[src/rtl/lsu_pkg.sv]
// Shared types and helpers for the load/store unit: FSM state encoding,
// Funct3 access-type constants and the byte-enable generator.
package lsu_pkg;

    typedef enum logic [1:0] {
        IDLE   = 2'd0,
        ACCESS = 2'd1,
        DONE   = 2'd2
    } lsu_state_t;

    localparam logic [2:0] F3_B  = 3'b000;
    localparam logic [2:0] F3_H  = 3'b001;
    localparam logic [2:0] F3_W  = 3'b010;
    localparam logic [2:0] F3_BU = 3'b100;
    localparam logic [2:0] F3_HU = 3'b101;

    // Size is carried by funct3[1:0]; the unsigned variants share lanes with
    // their signed counterparts. Anything that is not B/H is a full word.
    function automatic logic [3:0] byte_en(input logic [2:0] funct3,
                                           input logic [1:0] addr_lo);
        case (funct3[1:0])
            2'b00:   byte_en = 4'b0001 << addr_lo;
            2'b01:   byte_en = 4'b0011 << addr_lo;
            default: byte_en = 4'b1111;
        endcase
    endfunction

endpackage

[src/rtl/load_extend.sv]
// Combinational load-data aligner: picks the addressed byte/half out of the
// read word and sign- or zero-extends it according to funct3.
module load_extend
    import lsu_pkg::*;
(
    input  logic [31:0] rdata_i,
    input  logic [2:0]  funct3_i,
    input  logic [1:0]  addr_lo_i,
    output logic [31:0] ext_o
);

    logic [7:0]  byte_sel;
    logic [15:0] half_sel;

    // Lane selection followed by extension.
    always_comb begin
        byte_sel = 8'h00;
        half_sel = addr_lo_i[1] ? rdata_i[31:16] : rdata_i[15:0];
        case (addr_lo_i)
            2'd0:    byte_sel = rdata_i[7:0];
            2'd1:    byte_sel = rdata_i[15:8];
            2'd2:    byte_sel = rdata_i[23:16];
            default: byte_sel = rdata_i[31:24];
        endcase
        case (funct3_i)
            F3_B:    ext_o = {{24{byte_sel[7]}}, byte_sel};
            F3_H:    ext_o = {{16{half_sel[15]}}, half_sel};
            F3_BU:   ext_o = {24'h000000, byte_sel};
            F3_HU:   ext_o = {16'h0000, half_sel};
            default: ext_o = rdata_i;
        endcase
    end

endmodule

[src/rtl/load_store_unit.sv]
// M-stage load/store unit: one req/ack data-memory transaction per memory
// instruction, pipeline stall while it is outstanding, extended load result
// on ReadData_W.
// Optional feature macro: MISALIGN_TRAP_EN -- when defined, misaligned H/W
// accesses are not issued and raise MisalignErr; otherwise the low address
// bits are forced to alignment and MisalignErr is tied low.
//
// state  | meaning
// IDLE   | waiting for a memory instruction; issues on the same edge
// ACCESS | DReq held high, waiting for DAck
// DONE   | pipeline released; load result moves to ReadData_W
module load_store_unit
    import lsu_pkg::*;
#(
    parameter int ADDR_W = 32
) (
    input  logic              clk,
    input  logic              rst_n,
    input  logic              MemRead_M,
    input  logic              MemWrite_M,
    input  logic [2:0]        Funct3_M,
    input  logic [ADDR_W-1:0] ALUResult_M,
    input  logic [31:0]       WriteData_M,
    output logic              Stall_M,
    output logic [31:0]       ReadData_W,
    output logic              MisalignErr,
    output logic              DReq,
    output logic              DWe,
    output logic [ADDR_W-1:0] DAddr,
    output logic [31:0]       DWData,
    output logic [3:0]        DBe,
    input  logic              DAck,
    input  logic [31:0]       DRData
);

    lsu_state_t        state_q;
    logic              dreq_q;
    logic              dwe_q;
    logic [ADDR_W-1:0] daddr_q;
    logic [31:0]       dwdata_q;
    logic [3:0]        dbe_q;
    logic [31:0]       ldata_q;
    logic [31:0]       rdata_w_q;

    logic              req;
    logic              misalign;
    logic              issue;
    logic [1:0]        addr_lo;
    logic [31:0]       wdata_lanes;
    logic [31:0]       ext_data;

    assign req = MemRead_M | MemWrite_M;

    // Aligned low address bits: H drops bit 0, W (and any wider code) drops both.
    always_comb begin
        case (Funct3_M[1:0])
            2'b00:   addr_lo = ALUResult_M[1:0];
            2'b01:   addr_lo = {ALUResult_M[1], 1'b0};
            default: addr_lo = 2'b00;
        endcase
    end

`ifdef MISALIGN_TRAP_EN
    assign misalign = req &
                      (((Funct3_M[1:0] == 2'b01) && ALUResult_M[0]) ||
                       ((Funct3_M[1:0] == 2'b10) && (ALUResult_M[1:0] != 2'b00)));
`else
    assign misalign = 1'b0;
`endif

    assign issue = (state_q == IDLE) && req && !misalign;

    // Store data replicated across lanes so the byte enables alone pick the target.
    always_comb begin
        case (Funct3_M[1:0])
            2'b00:   wdata_lanes = {4{WriteData_M[7:0]}};
            2'b01:   wdata_lanes = {2{WriteData_M[15:0]}};
            default: wdata_lanes = WriteData_M;
        endcase
    end

    load_extend u_load_extend (
        .rdata_i   (DRData),
        .funct3_i  (Funct3_M),
        .addr_lo_i (addr_lo),
        .ext_o     (ext_data)
    );

    // Sequencer: issue from IDLE, wait for DAck in ACCESS, hand off in DONE.
    always_ff @(posedge clk or negedge rst_n) begin
        if (!rst_n) begin
            state_q   <= IDLE;
            dreq_q    <= 1'b0;
            dwe_q     <= 1'b0;
            daddr_q   <= '0;
            dwdata_q  <= 32'h0;
            dbe_q     <= 4'h0;
            ldata_q   <= 32'h0;
            rdata_w_q <= 32'h0;
        end else begin
            case (state_q)
                IDLE: begin
                    if (issue) begin
                        state_q  <= ACCESS;
                        dreq_q   <= 1'b1;
                        dwe_q    <= MemWrite_M;
                        daddr_q  <= {ALUResult_M[ADDR_W-1:2], 2'b00};
                        dwdata_q <= wdata_lanes;
                        dbe_q    <= byte_en(Funct3_M, addr_lo);
                    end
                end
                ACCESS: begin
                    if (DAck) begin
                        state_q <= DONE;
                        dreq_q  <= 1'b0;
                        if (!dwe_q) ldata_q <= ext_data;
                    end
                end
                DONE: begin
                    // The instruction is still present this cycle; returning
                    // to IDLE without issuing keeps it from re-launching.
                    if (!dwe_q) rdata_w_q <= ldata_q;
                    state_q <= IDLE;
                end
                default: state_q <= IDLE;
            endcase
        end
    end

    // rst_n gates the combinational outputs so nothing escapes while in reset.
    assign Stall_M     = rst_n && (issue || (state_q == ACCESS));
    assign MisalignErr = rst_n && (state_q == IDLE) && misalign;

    assign ReadData_W = rdata_w_q;
    assign DReq       = dreq_q;
    assign DWe        = dwe_q;
    assign DAddr      = daddr_q;
    assign DWData     = dwdata_q;
    assign DBe        = dbe_q;

endmodule

[config.mk]
export PLATFORM = sky130hd
export DESIGN_NAME = load_store_unit
export DESIGN_NICKNAME = d
export VERILOG_FILES = /design/src/rtl/lsu_pkg.sv /design/src/rtl/load_extend.sv /design/src/rtl/load_store_unit.sv
export SDC_FILE = /design/constraint.sdc
export NUM_CORES = 1
export LEC_CHECK = 0
export ABC_CLOCK_PERIOD_IN_PS = 1300
export BUFFER_PORTS_ARGS = -buffer_cell sky130_fd_sc_hd__buf_2
export CAP_MARGIN = 20
export CORE_ASPECT_RATIO = 0.6
export CORE_MARGIN = 3
export CORE_UTILIZATION = 46
export CTS_CLUSTER_SIZE = 28
export DETAILED_ROUTE_END_ITERATION = 6
export PLACE_DENSITY_LB_ADDON = 0.1
export SLEW_MARGIN = 20
export SYNTH_ARGS = -nofsm -noshare
export SYNTH_HDL_FRONTEND = slang
export SYNTH_SLANG_ARGS = --single-unit
[constraint.sdc]
create_clock -name clk -period 1.3 [get_ports clk]
set_input_delay 0 -clock clk [delete_from_list [all_inputs] [get_ports clk]]
set_output_delay 0 -clock clk [all_outputs]
set_load 0.05 [all_outputs]
# ---- Word-level counts from Yosys, hierarchy flattened
# Index checks and enable logic that the tools add are counted.
dict set report totals {
  mem_count 0
  rom_bits 0
  reg_bits 134
  latch_bits 0
  mem_bits_rw 0
  word_cells 47
  out_inout_bits 104
  in_bits 104
}
dict set report classes {
  order_cmp 0
  shifts 2
  bitwise 2
  mul 0
  n_reduce_logical 13
  eq_ne 10
  mux 12
  add_sub_neg 0
  n_div 0
}
# op n
set ops {}
lappend ops {{32-bit case mux with 4 select lines} 1}
lappend ops {{32-bit case mux with 2 select lines} 1}
lappend ops {{8-bit case mux with 3 select lines} 1}
lappend ops {{16-bit 2-to-1 mux} 1}
lappend ops {{2-bit case mux with 2 select lines} 2}
lappend ops {{4-bit case mux with 2 select lines} 1}
lappend ops {{2-bit by 1-bit == test with 1-bit output, second input constant} 3}
lappend ops {{3-bit == test, second input constant} 2}
lappend ops {{2-bit logical NOT} 3}
lappend ops {{2-bit AND reduction} 3}
lappend ops {{3-bit AND reduction} 2}
lappend ops {{2-bit == test, second input constant} 2}
lappend ops {{2-bit 2-to-1 mux} 2}
lappend ops {{2-bit != test, second input constant} 2}
lappend ops {{1-bit by 2-bit << shifter with 4-bit output, first input constant} 1}
lappend ops {{2-bit by 2-bit << shifter with 4-bit output, first input constant} 1}
lappend ops {{3-bit by 1-bit == test with 1-bit output, second input constant} 1}
lappend ops {{3-bit logical NOT} 1}
lappend ops {{1-bit logical AND} 2}
lappend ops {{1-bit 2-to-1 mux} 2}
lappend ops {{1-bit case mux with 2 select lines} 1}
lappend ops {{2-bit nonzero test} 1}
lappend ops {{1-bit logical OR} 1}
lappend ops {{1-bit inverter} 1}
lappend ops {{1-bit bitwise OR} 1}

# ---- Logic depth before layout (Yosys ltp)
# Gate-level depths: netlist of the first run.
dict set report logic_depth {
  ltp_word 5
  depth_mapped 7
  mapped_depth_nobuf 4
}

# ---- Hierarchy
# Synthesis of the first run repeated with hierarchy kept, for this count alone.
dict set report unflattened {
  cells_unflattened 512
  area_unflattened_um2 6311.1
}
# mod n_inst area_each_um2 cells_each seq_area_each_um2
set modules_own_cells {}
lappend modules_own_cells {load_store_unit 1 5587.9 381 3353.2}
lappend modules_own_cells {load_extend 1 723.2 131 0.0}

# ---- Worst setup path before layout of the first run
# OpenSTA, ideal clock, no wires.
dict set report synth_path {
  path_kind {reg2reg}
  startpoint {register dwe_q (netlist: DWe)}
  endpoint {register ldata_q[20]}
  required_ps 1227
  setup_slack_ps -382
  period_less_slack_ps 1682
  setup_time_ps 73
  stages_incl_launch_ff 6
  path_buffers 2
  t_arrival_ps 1609
  path_cell_list {dfrtp_1 and4bb_2 buf_2 clkbuf_1 o21ai_0 a21oi_2}
}
dict set report synth_via {
  elab_chain_len 2
}
# element line
set synth_rtl {}
lappend synth_rtl {{from (decl)} load_store_unit.sv:38} ;# logic dwe_q;
lappend synth_rtl {{from (signal assigned)} load_store_unit.sv:106} ;# dwe_q <= MemWrite_M;
lappend synth_rtl {{1-bit inverter (no line)} n/a}
lappend synth_rtl {{3-bit AND reduction (no line)} n/a}
lappend synth_rtl {{to (signal assigned)} load_store_unit.sv:116} ;# if (!dwe_q) ldata_q <= ext_data;
lappend synth_rtl {{to (decl)} load_store_unit.sv:42} ;# logic [31:0] ldata_q;
# Every way passes these cells.
# A chain may end at the register's enable or synchronous reset.

# ---- Worst setup path after layout of the first run
dict set report layout_path {
  startpoint {register state_q[0]}
  endpoint {register daddr_q[15] (netlist: DAddr[15])}
}
dict set report layout_via {
  elab_chain_len 3
}
# element line
set layout_rtl {}
lappend layout_rtl {{from (decl)} load_store_unit.sv:36} ;# lsu_state_t state_q;
lappend layout_rtl {{from (signal assigned)} load_store_unit.sv:92} ;# state_q <= IDLE;
lappend layout_rtl {{from (signal assigned)} load_store_unit.sv:104} ;# state_q <= ACCESS;
lappend layout_rtl {{from (signal assigned)} load_store_unit.sv:114} ;# state_q <= DONE;
lappend layout_rtl {{2-bit logical NOT *} {load_store_unit.sv:71, load_store_unit.sv:101}}
lappend layout_rtl {{1-bit logical AND} load_store_unit.sv:71} ;# assign issue = (state_q == IDLE) && req && !misalign;
lappend layout_rtl {{2-bit AND reduction (no line) *} n/a}
lappend layout_rtl {{to (signal assigned)} load_store_unit.sv:107} ;# daddr_q <= {ALUResult_M[ADDR_W-1:2], 2'b00};
lappend layout_rtl {{to (decl)} load_store_unit.sv:39} ;# logic [ADDR_W-1:0] daddr_q;
# Mark *: on every way between the ends. The rest lies on a longest branch, timed or not.

==> flow_summary.html, run 1 <==
<table>
<tr><th>Metric</th><th>Value</th></tr>
<tr><th colspan="2">Run status</th></tr>
<tr><td>Violations in the final reports</td><td>setup timing</td></tr>
<tr><td>Run status</td><td>complete, but fails checks</td></tr>
<tr><th colspan="2">Synth</th></tr>
<tr><td>Count of state elements after synthesis</td><td>134</td></tr>
<tr><td>Top-area cell type share of the netlist area</td><td>54.0%</td></tr>
<tr><td>Mean instance size in the synthesized netlist</td><td>11.1 um2</td></tr>
<tr><td>Cell area after synthesis</td><td>6200 um2</td></tr>
<tr><td>Top cell type by total area after synthesis</td><td>sky130_fd_sc_hd__dfrtp_1</td></tr>
<tr><td>Gate Count Post-Synth</td><td>561</td></tr>
<tr><td>Share of async-settable or async-resettable flops after synthesis</td><td>100%</td></tr>
<tr><td>Synth Flop Type</td><td>sky130_fd_sc_hd__dfrtp_1</td></tr>
<tr><td>Number of synthesized flops with an enable pin</td><td>0</td></tr>
<tr><td>Post-synth top cells</td><td>sky130_fd_sc_hd__dfrtp_1, sky130_fd_sc_hd__mux2_1, sky130_fd_sc_hd__nand2_1</td></tr>
<tr><td>Synth top area cells</td><td>sky130_fd_sc_hd__dfrtp_1, sky130_fd_sc_hd__mux2_1, sky130_fd_sc_hd__mux2i_1, sky130_fd_sc_hd__nand2_1, sky130_fd_sc_hd__a21oi_1</td></tr>
<tr><td>Synth Warn #</td><td>0</td></tr>
<tr><td>Share of the yosys chip area belonging to registers</td><td>54.0%</td></tr>
<tr><td>Top-count cell post-synth</td><td>sky130_fd_sc_hd__dfrtp_1</td></tr>
<tr><td>Synth unique cells</td><td>41</td></tr>
<tr><th colspan="2">Critical path</th></tr>
<tr><td>CP startpoint kind</td><td>flop</td></tr>
<tr><td>Required time at the worst-slack endpoint</td><td>1580 ps</td></tr>
<tr><td>Kind of end point of the critical path</td><td>flop</td></tr>
<tr><td>Critical setup path kind</td><td>flop to flop</td></tr>
<tr><td>Data arrival at the endpoint of the critical path</td><td>1790 ps</td></tr>
<tr><td>Crit-path max FO</td><td>14</td></tr>
<tr><th colspan="2">Global routing</th></tr>
<tr><td>Largest net degree at the start of global routing</td><td>91</td></tr>
<tr><td>Via count of the first global-routing pass</td><td>5871</td></tr>
<tr><td>Grt total ovfl</td><td>0</td></tr>
<tr><td>GRT Resource Usage Total</td><td>28.1%</td></tr>
<tr><td>Initial antenna violation count</td><td>0</td></tr>
<tr><td>First-pass GRT wire length</td><td>32.4 mm</td></tr>
<tr><th colspan="2">Timing</th></tr>
<tr><td>Pins over their slew limit</td><td>0</td></tr>
<tr><td>Minimum clock period</td><td>1500 ps</td></tr>
<tr><td>Clock Skew</td><td>11.8 ps</td></tr>
<tr><td>Highest attainable clock frequency</td><td>665 MHz</td></tr>
<tr><td>Period Utilization, post-route</td><td>116%</td></tr>
<tr><td>Slew of the pin with the lowest slew margin</td><td>520 ps</td></tr>
<tr><td>Unrepaired setup endpoints after global routing</td><td>true</td></tr>
<tr><td>Count of endpoints failing setup in the final report</td><td>130</td></tr>
<tr><td>Fin worst setup slack</td><td>-205 ps</td></tr>
<tr><td>Final hold violation count</td><td>0</td></tr>
<tr><td>Worst rel slew slack</td><td>65.3%</td></tr>
<tr><td>Fin Hold WS</td><td>24.2 ps</td></tr>
<tr><th colspan="2">Clocking</th></tr>
<tr><td>Clock slew seen by the registers of the worst setup and hold paths</td><td>60 ps</td></tr>
<tr><td>Clk root buf</td><td>sky130_fd_sc_hd__clkbuf_16</td></tr>
<tr><td>Total CTS buffers</td><td>17</td></tr>
<tr><td>Max clock buf depth</td><td>2</td></tr>
<tr><td>CTS tree</td><td>done</td></tr>
<tr><td>Total number of clock tree sinks</td><td>134</td></tr>
<tr><td>Clock latency reported for the late side of the worst-skew pair</td><td>410 ps</td></tr>
<tr><td>H-tree lvl count</td><td>4</td></tr>
<tr><th colspan="2">Detailed routing</th></tr>
<tr><td>Vias per std cell</td><td>5.47</td></tr>
<tr><td>Total vias in the final route</td><td>5947</td></tr>
<tr><td>Iteration-0 DRC count of the detailed router</td><td>346</td></tr>
<tr><td>Wire per inst</td><td>20.3 um</td></tr>
<tr><td>Detailed-route DRC error count</td><td>0</td></tr>
<tr><td>Final antenna-violating net count</td><td>0</td></tr>
<tr><td>Total detailed-routing wirelength</td><td>22.1 mm</td></tr>
<tr><td>Detailed-routing iteration count for the pre-antenna-repair pass</td><td>5</td></tr>
<tr><th colspan="2">Cells and area</th></tr>
<tr><td>Layout net count</td><td>1010</td></tr>
<tr><td>Area grow syn2layout</td><td>65.7%</td></tr>
<tr><td>Layout cells sized above 1</td><td>49.6%</td></tr>
<tr><td>Post-route insts no fill</td><td>1087</td></tr>
<tr><td>Design Area, Final</td><td>10300 um2</td></tr>
<tr><td>Number of antenna repair diodes</td><td>0</td></tr>
<tr><td>Fraction of the core area covered by cells at the end of the flow</td><td>79.0%</td></tr>
<tr><th colspan="2">Floorplanning</th></tr>
<tr><td>Initial cell density of the core</td><td>47.7%</td></tr>
<tr><td>Row count</td><td>32</td></tr>
<tr><td>Height of the die</td><td>96.0 um</td></tr>
<tr><td>Floorplan die width</td><td>156 um</td></tr>
<tr><td>Total I/O pin count</td><td>208</td></tr>
<tr><td>Floorplan die area</td><td>15000 um2</td></tr>
<tr><td>Core area</td><td>13000 um2</td></tr>
<tr><th colspan="2">Power</th></tr>
<tr><td>VDD IR max</td><td>1.83 mV</td></tr>
<tr><td>Total leakage power</td><td>4.79 nW</td></tr>
<tr><td>Power density cells</td><td>2620 nW/um2</td></tr>
<tr><th colspan="2">Hold path</th></tr>
<tr><td>Worst Hold Class</td><td>primary input to flop</td></tr>
<tr><th colspan="2">Placed design</th></tr>
<tr><td>Count of buffers from port buffering</td><td>204</td></tr>
<tr><td>Post-detail-place hpwl</td><td>13.2 mm</td></tr>
<tr><td>Area of placed instances</td><td>7870 um2</td></tr>
<tr><td>Number of placed instances, taps included</td><td>937</td></tr>
<tr><td>Weighted congestion reported at the end of routability-driven placement</td><td>0.923</td></tr>
<tr><th colspan="2">Flow run</th></tr>
<tr><td>Count of max-cap constraint violations</td><td>0</td></tr>
</table>
## area by class of cell
type                    count  area (um2)
inverters                   9        33.8
well taps                 170         213
flip-flops and latches    134        3360
fillers                   795        2730
repair buffers            368        2870
multi-input cells         376        3290
clock buffers              21         460
clock inverters             9        56.3
## sequential cells by signal, indices dropped and copies added, names as in the netlist
signal      flops
DReq            1
DWe             1
state_q         2
ldata_q        32
DAddr          30
ReadData_W     32
DWData         32
DBe             4
## routing by layer
layer  vias to the layer above  wire length (um)  GRT usage [%]
met5                         -                 0              0
met4                         0               244           7.42
met3                        23              1980           8.18
met2                       294             10100           43.1
met1                      2920              9820           39.3
li1                       2710                 -              -
## logic make-up after synthesis
group / after synthesis / synth area share, %
AOI/OAI and AO/OA: 139 / 13.5
buffers and inverters: 53 / 4.21
DFF: 134 / 54.0
muxes: 99 / 17.5
other: 1 / 0.0604
and+or+nand+nor: 135 / 10.7
## power breakdown
part	total [W]	internal, W	switching, W
sequential	0.00777	0.00630	0.00147
combinational	0.0148	0.00533	0.00950
clock	0.00431	0.00250	0.00181
## layout by cell type, fill, tap and decap left out, drive strengths merged, types with 2 or more instances in the layout
master,Yosys,layout
nor2,18,18
conb,1,3
o2111ai,8,8
nor3,7,7
dfrtp,134,134
mux2,74,74
clkinv,0,6
o31ai,2,2
nor3b,2,2
dlygate4sd3,0,102
mux2i,25,25
nand2b,7,7
nand2,58,58
clkinvlp,0,3
clkbuf,14,26
a31oi,5,5
o21ai,55,55
a221oi,4,4
buf,30,261
nand3b,12,12
nand3,21,21
inv,9,9
a211oi,3,3
o211ai,4,4
a21oi,50,50
a31o,4,4
nor2b,2,2
or2,2,2
and3,4,4
## final timing paths
kind | depth (start not counted) | end | slack, ps | start
hold / removal | 4 | ldata_q[10] | 20 | DRData[10]
setup / recovery | 5 | DAddr[15] | -200 | state_q[0]
hold reg to reg | 2 | DWData[31] | 480 | DWData[31]
setup reg to reg | 5 | DAddr[15] | -200 | state_q[0]
min in group asynchronous | 3 | ldata_q[26] | 210 | rst_n
max in group asynchronous | 3 | ldata_q[4] | 550 | rst_n
## worst max-delay path, stage by stage (launching register included)
cell	delay, ps
sky130_fd_sc_hd__dfrtp_2	450
sky130_fd_sc_hd__buf_6	140
sky130_fd_sc_hd__nor2_4	100
sky130_fd_sc_hd__o21ai_4	150
sky130_fd_sc_hd__buf_6	200
sky130_fd_sc_hd__mux2_1	330
## timing repair
| item | CTS | global route |
|---|---|---|
| endpoints found under the setup margin | 120 | 131 |
| pin swaps | 8 | 34 |
| endpoints found under the hold margin | 230 | 0 |
| gates resized for setup | 66 | 77 |
| cloned | 5 | 5 |
| hold buffers | 102 | 0 |
| setup buffers | 6 | 2 |
## through the flow
stage	power [W]	TNS (ps)	worst slack, ps
floorplan	0.0165	-10290	-202
global placement	0.0195	-12070	-153
detailed placement	0.0198	-14310	-174
CTS	0.0256	-9900	-152
global route	0.0281	-24430	-255
finish	0.0269	-17700	-205
No activity file was read; power rests on OpenSTA's default activity.
==> run 2, diff against run 1 <==
==> constraint.sdc (replaced) <==
create_clock -name clk -period 1.3 [get_ports clk]
set_input_delay 0 -clock clk [delete_from_list [all_inputs] [get_ports clk]]
set_output_delay 0 -clock clk [all_outputs]
set_load 0.02 [all_outputs]
==> run 2 against run 1 <==
Against the previous run: the flow still finishes with violations (setup timing); count of clock-buffer cells in the layout shrank 3; core utilization shrank 5.2 points; sequential share of layout area grew 2.3 points; critical endpoint is now DAddr[17]; largest cell class unchanged; largest power group unchanged; highest routed layer unchanged.
==> flow_summary.html, run 2 (synthesis results as in run 1) <==
<table>
<tr><th>Metric</th><th>Value</th></tr>
<tr><th colspan="2">Run status</th></tr>
<tr><td>Run status</td><td>complete, but fails checks</td></tr>
<tr><td>Violations in the final reports</td><td>setup timing</td></tr>
<tr><th colspan="2">Cells and area</th></tr>
<tr><td>Number of antenna repair diodes</td><td>0</td></tr>
<tr><td>Area grow syn2layout</td><td>54.9%</td></tr>
<tr><td>Leading cell types in the layout, fill and taps excluded</td><td>sky130_fd_sc_hd__buf_2, sky130_fd_sc_hd__dfrtp_1, sky130_fd_sc_hd__dlygate4sd3_1, sky130_fd_sc_hd__nand2_1, sky130_fd_sc_hd__o21ai_1</td></tr>
<tr><td>Layout net count</td><td>985</td></tr>
<tr><td>Layout cells sized above 1</td><td>39.8%</td></tr>
<tr><td>Most common library cell in the layout ignoring fill and taps</td><td>sky130_fd_sc_hd__buf_2</td></tr>
<tr><td>Filler Cells Inserted</td><td>879</td></tr>
<tr><th colspan="2">Placed design</th></tr>
<tr><td>Weighted congestion reported at the end of routability-driven placement</td><td>0.865</td></tr>
<tr><td>Count of buffers from port buffering</td><td>204</td></tr>
<tr><td>Worst Setup Slack post-DPL</td><td>-220 ps</td></tr>
<tr><td>Post-detail-place hpwl</td><td>12.6 mm</td></tr>
<tr><th colspan="2">Clocking</th></tr>
<tr><td>Clk root buf</td><td>sky130_fd_sc_hd__clkbuf_16</td></tr>
<tr><td>Clock slew seen by the registers of the worst setup and hold paths</td><td>60 ps</td></tr>
<tr><td>Total CTS buffers</td><td>17</td></tr>
<tr><td>H-tree lvl count</td><td>4</td></tr>
<tr><td>Total number of clock tree sinks</td><td>134</td></tr>
<tr><td>CTS tree</td><td>done</td></tr>
<tr><td>Max clock buf depth</td><td>2</td></tr>
<tr><td>Clock latency reported for the late side of the worst-skew pair</td><td>420 ps</td></tr>
<tr><th colspan="2">Global routing</th></tr>
<tr><td>Via count of the first global-routing pass</td><td>5804</td></tr>
<tr><td>Grt total ovfl</td><td>0</td></tr>
<tr><td>GRT Resource Usage Total</td><td>26.4%</td></tr>
<tr><td>Largest net degree at the start of global routing</td><td>79</td></tr>
<tr><td>First-pass GRT wire length</td><td>30.4 mm</td></tr>
<tr><td>Initial antenna violation count</td><td>0</td></tr>
<tr><th colspan="2">Floorplanning</th></tr>
<tr><td>Total I/O pin count</td><td>208</td></tr>
<tr><td>Height of the die</td><td>96.0 um</td></tr>
<tr><td>Floorplan die area</td><td>15000 um2</td></tr>
<tr><td>Row count</td><td>32</td></tr>
<tr><td>Initial cell density of the core</td><td>47.7%</td></tr>
<tr><td>Floorplan die width</td><td>156 um</td></tr>
<tr><td>Core area</td><td>13000 um2</td></tr>
<tr><th colspan="2">Timing</th></tr>
<tr><td>Final hold violation count</td><td>0</td></tr>
<tr><td>Unrepaired setup endpoints after global routing</td><td>true</td></tr>
<tr><td>Fin worst setup slack</td><td>-137 ps</td></tr>
<tr><td>Clock Skew</td><td>22.4 ps</td></tr>
<tr><td>Period Utilization, post-route</td><td>111%</td></tr>
<tr><td>Minimum clock period</td><td>1440 ps</td></tr>
<tr><td>Count of endpoints failing setup in the final report</td><td>123</td></tr>
<tr><td>Highest attainable clock frequency</td><td>696 MHz</td></tr>
<tr><td>Accumulated negative setup slack</td><td>-11600 ps</td></tr>
<tr><td>Pins over their slew limit</td><td>0</td></tr>
<tr><th colspan="2">Critical path</th></tr>
<tr><td>CP max-delay cell</td><td>sky130_fd_sc_hd__dfrtp_2</td></tr>
<tr><td>Worst Path Buf+Inv</td><td>1</td></tr>
<tr><td>Crit-path max FO</td><td>45</td></tr>
<tr><td>Kind of end point of the critical path</td><td>flop</td></tr>
<tr><td>Critical setup path kind</td><td>flop to flop</td></tr>
<tr><td>CP startpoint kind</td><td>flop</td></tr>
<tr><td>Delay contributed by the slowest stage of the critical path</td><td>450 ps</td></tr>
<tr><td>Cell family with most CP delay</td><td>flip-flops</td></tr>
<tr><td>Crit-path cells</td><td>nor2_2, o21ai_4, buf_12, mux2_1</td></tr>
<tr><td>Required time at the worst-slack endpoint</td><td>1590 ps</td></tr>
<tr><td>Data arrival at the endpoint of the critical path</td><td>1720 ps</td></tr>
<tr><th colspan="2">Detailed routing</th></tr>
<tr><td>Final antenna-violating net count</td><td>0</td></tr>
<tr><td>Detailed-route DRC error count</td><td>0</td></tr>
<tr><td>Detailed-routing iteration count for the pre-antenna-repair pass</td><td>6</td></tr>
<tr><td>Wire per inst</td><td>18.3 um</td></tr>
<tr><td>Total vias in the final route</td><td>5668</td></tr>
<tr><td>Vias per std cell</td><td>5.34</td></tr>
<tr><td>Iteration-0 DRC count of the detailed router</td><td>360</td></tr>
<tr><td>Total detailed-routing wirelength</td><td>19.5 mm</td></tr>
<tr><th colspan="2">Power</th></tr>
<tr><td>VDD IR max</td><td>1.19 mV</td></tr>
<tr><td>Power density cells</td><td>2260 nW/um2</td></tr>
<tr><td>Total leakage power</td><td>4.48 nW</td></tr>
<tr><th colspan="2">Hold path</th></tr>
<tr><td>Worst Hold Class</td><td>primary input to flop</td></tr>
<tr><th colspan="2">Flow run</th></tr>
<tr><td>Count of max-cap constraint violations</td><td>0</td></tr>
</table>
==> run 2: cell types whose count changed in the layout (fill, tap and decap cells not counted), moves of 5 or more <==
| cell | change |
|---|---|
| sky130_fd_sc_hd__nand3_2 | -11 |
| sky130_fd_sc_hd__nand2_4 | -7 |
| sky130_fd_sc_hd__mux2_1 | +19 |
| sky130_fd_sc_hd__mux2_4 | -19 |
| sky130_fd_sc_hd__a21oi_4 | -7 |
| sky130_fd_sc_hd__o21ai_2 | -16 |
| sky130_fd_sc_hd__o21ai_1 | +18 |
| sky130_fd_sc_hd__buf_6 | -9 |
| sky130_fd_sc_hd__buf_4 | -5 |
| sky130_fd_sc_hd__nand2_1 | +18 |
| sky130_fd_sc_hd__nand2_2 | -11 |
| sky130_fd_sc_hd__nand3_1 | +11 |
==> run 2: layer usage <==
| metal | up-vias | track usage (%) | share of wire, % |
|---|---|---|---|
| met5 | - | 0 | 0 |
| met4 | 0 | 8.23 | 1.4 |
| met3 | 31 | 8.49 | 9.1 |
| met2 | 235 | 42.3 | 47 |
| met1 | 2755 | 34.5 | 42 |
| li1 | 2647 | - | - |
==> run 2: timing repair <==
action	CTS	global route
hold buffers	99	0
gates cloned	0	1
setup buffers	1	0
pin swaps	2	1
setup endpoints to repair	129	128
resized for setup	53	15
hold endpoints to repair	232	0
==> run 2: final cells by class <==
type                    instances  area, um2  area share, %
clock inverters                12        178           1.85
inverters                       9       33.8          0.352
multi-input cells             376       2890           30.0
clock buffers                  18        439           4.57
well taps                     170        213           2.21
repair buffers                343       2500           26.1
flip-flops and latches        134       3360           34.9
==> run 2: final timing paths <==
kind,startpoint,slack (ps),depth (start not counted),endpoint
worst max-delay path,state_q[0],-140,4,DAddr[17]
worst min-delay path,ALUResult_M[1],20,3,DBe[3]
worst max register to register,state_q[0],-140,4,DAddr[17]
worst min register to register,DBe[1],480,2,DBe[1]
max in group asynchronous,rst_n,690,3,ReadData_W[21]
min in group asynchronous,rst_n,230,3,DBe[0]
==> run 2: power by group <==
group	switching [W]	internal [W]
logic	0.00513	0.00407
clock network	0.00185	0.00324
registers	0.00119	0.00629
total	0.00817	0.0136
==> run 2: worst reg2reg max path, cell delays in order, from the launching register on <==
cell and delay (ps):
sky130_fd_sc_hd__dfrtp_2 450, sky130_fd_sc_hd__nor2_2 180, sky130_fd_sc_hd__o21ai_4 100, sky130_fd_sc_hd__buf_12 190
sky130_fd_sc_hd__mux2_1 380
==> run 2: per-stage QoR <==
step	hold slack [ps]	instance area, um2	utilization [%]	power [W]	cells
finish	15.9	9610	73.9	0.0218	1062
global route	13.9	9610	73.9	0.0230	1062
CTS	8.52	9520	73.2	0.0216	1061
detailed placement	57.1	7690	59.1	0.0156	931
global placement	59.1	7690	59.1	0.0153	931
floorplan	-296	6330	-	0.0125	563
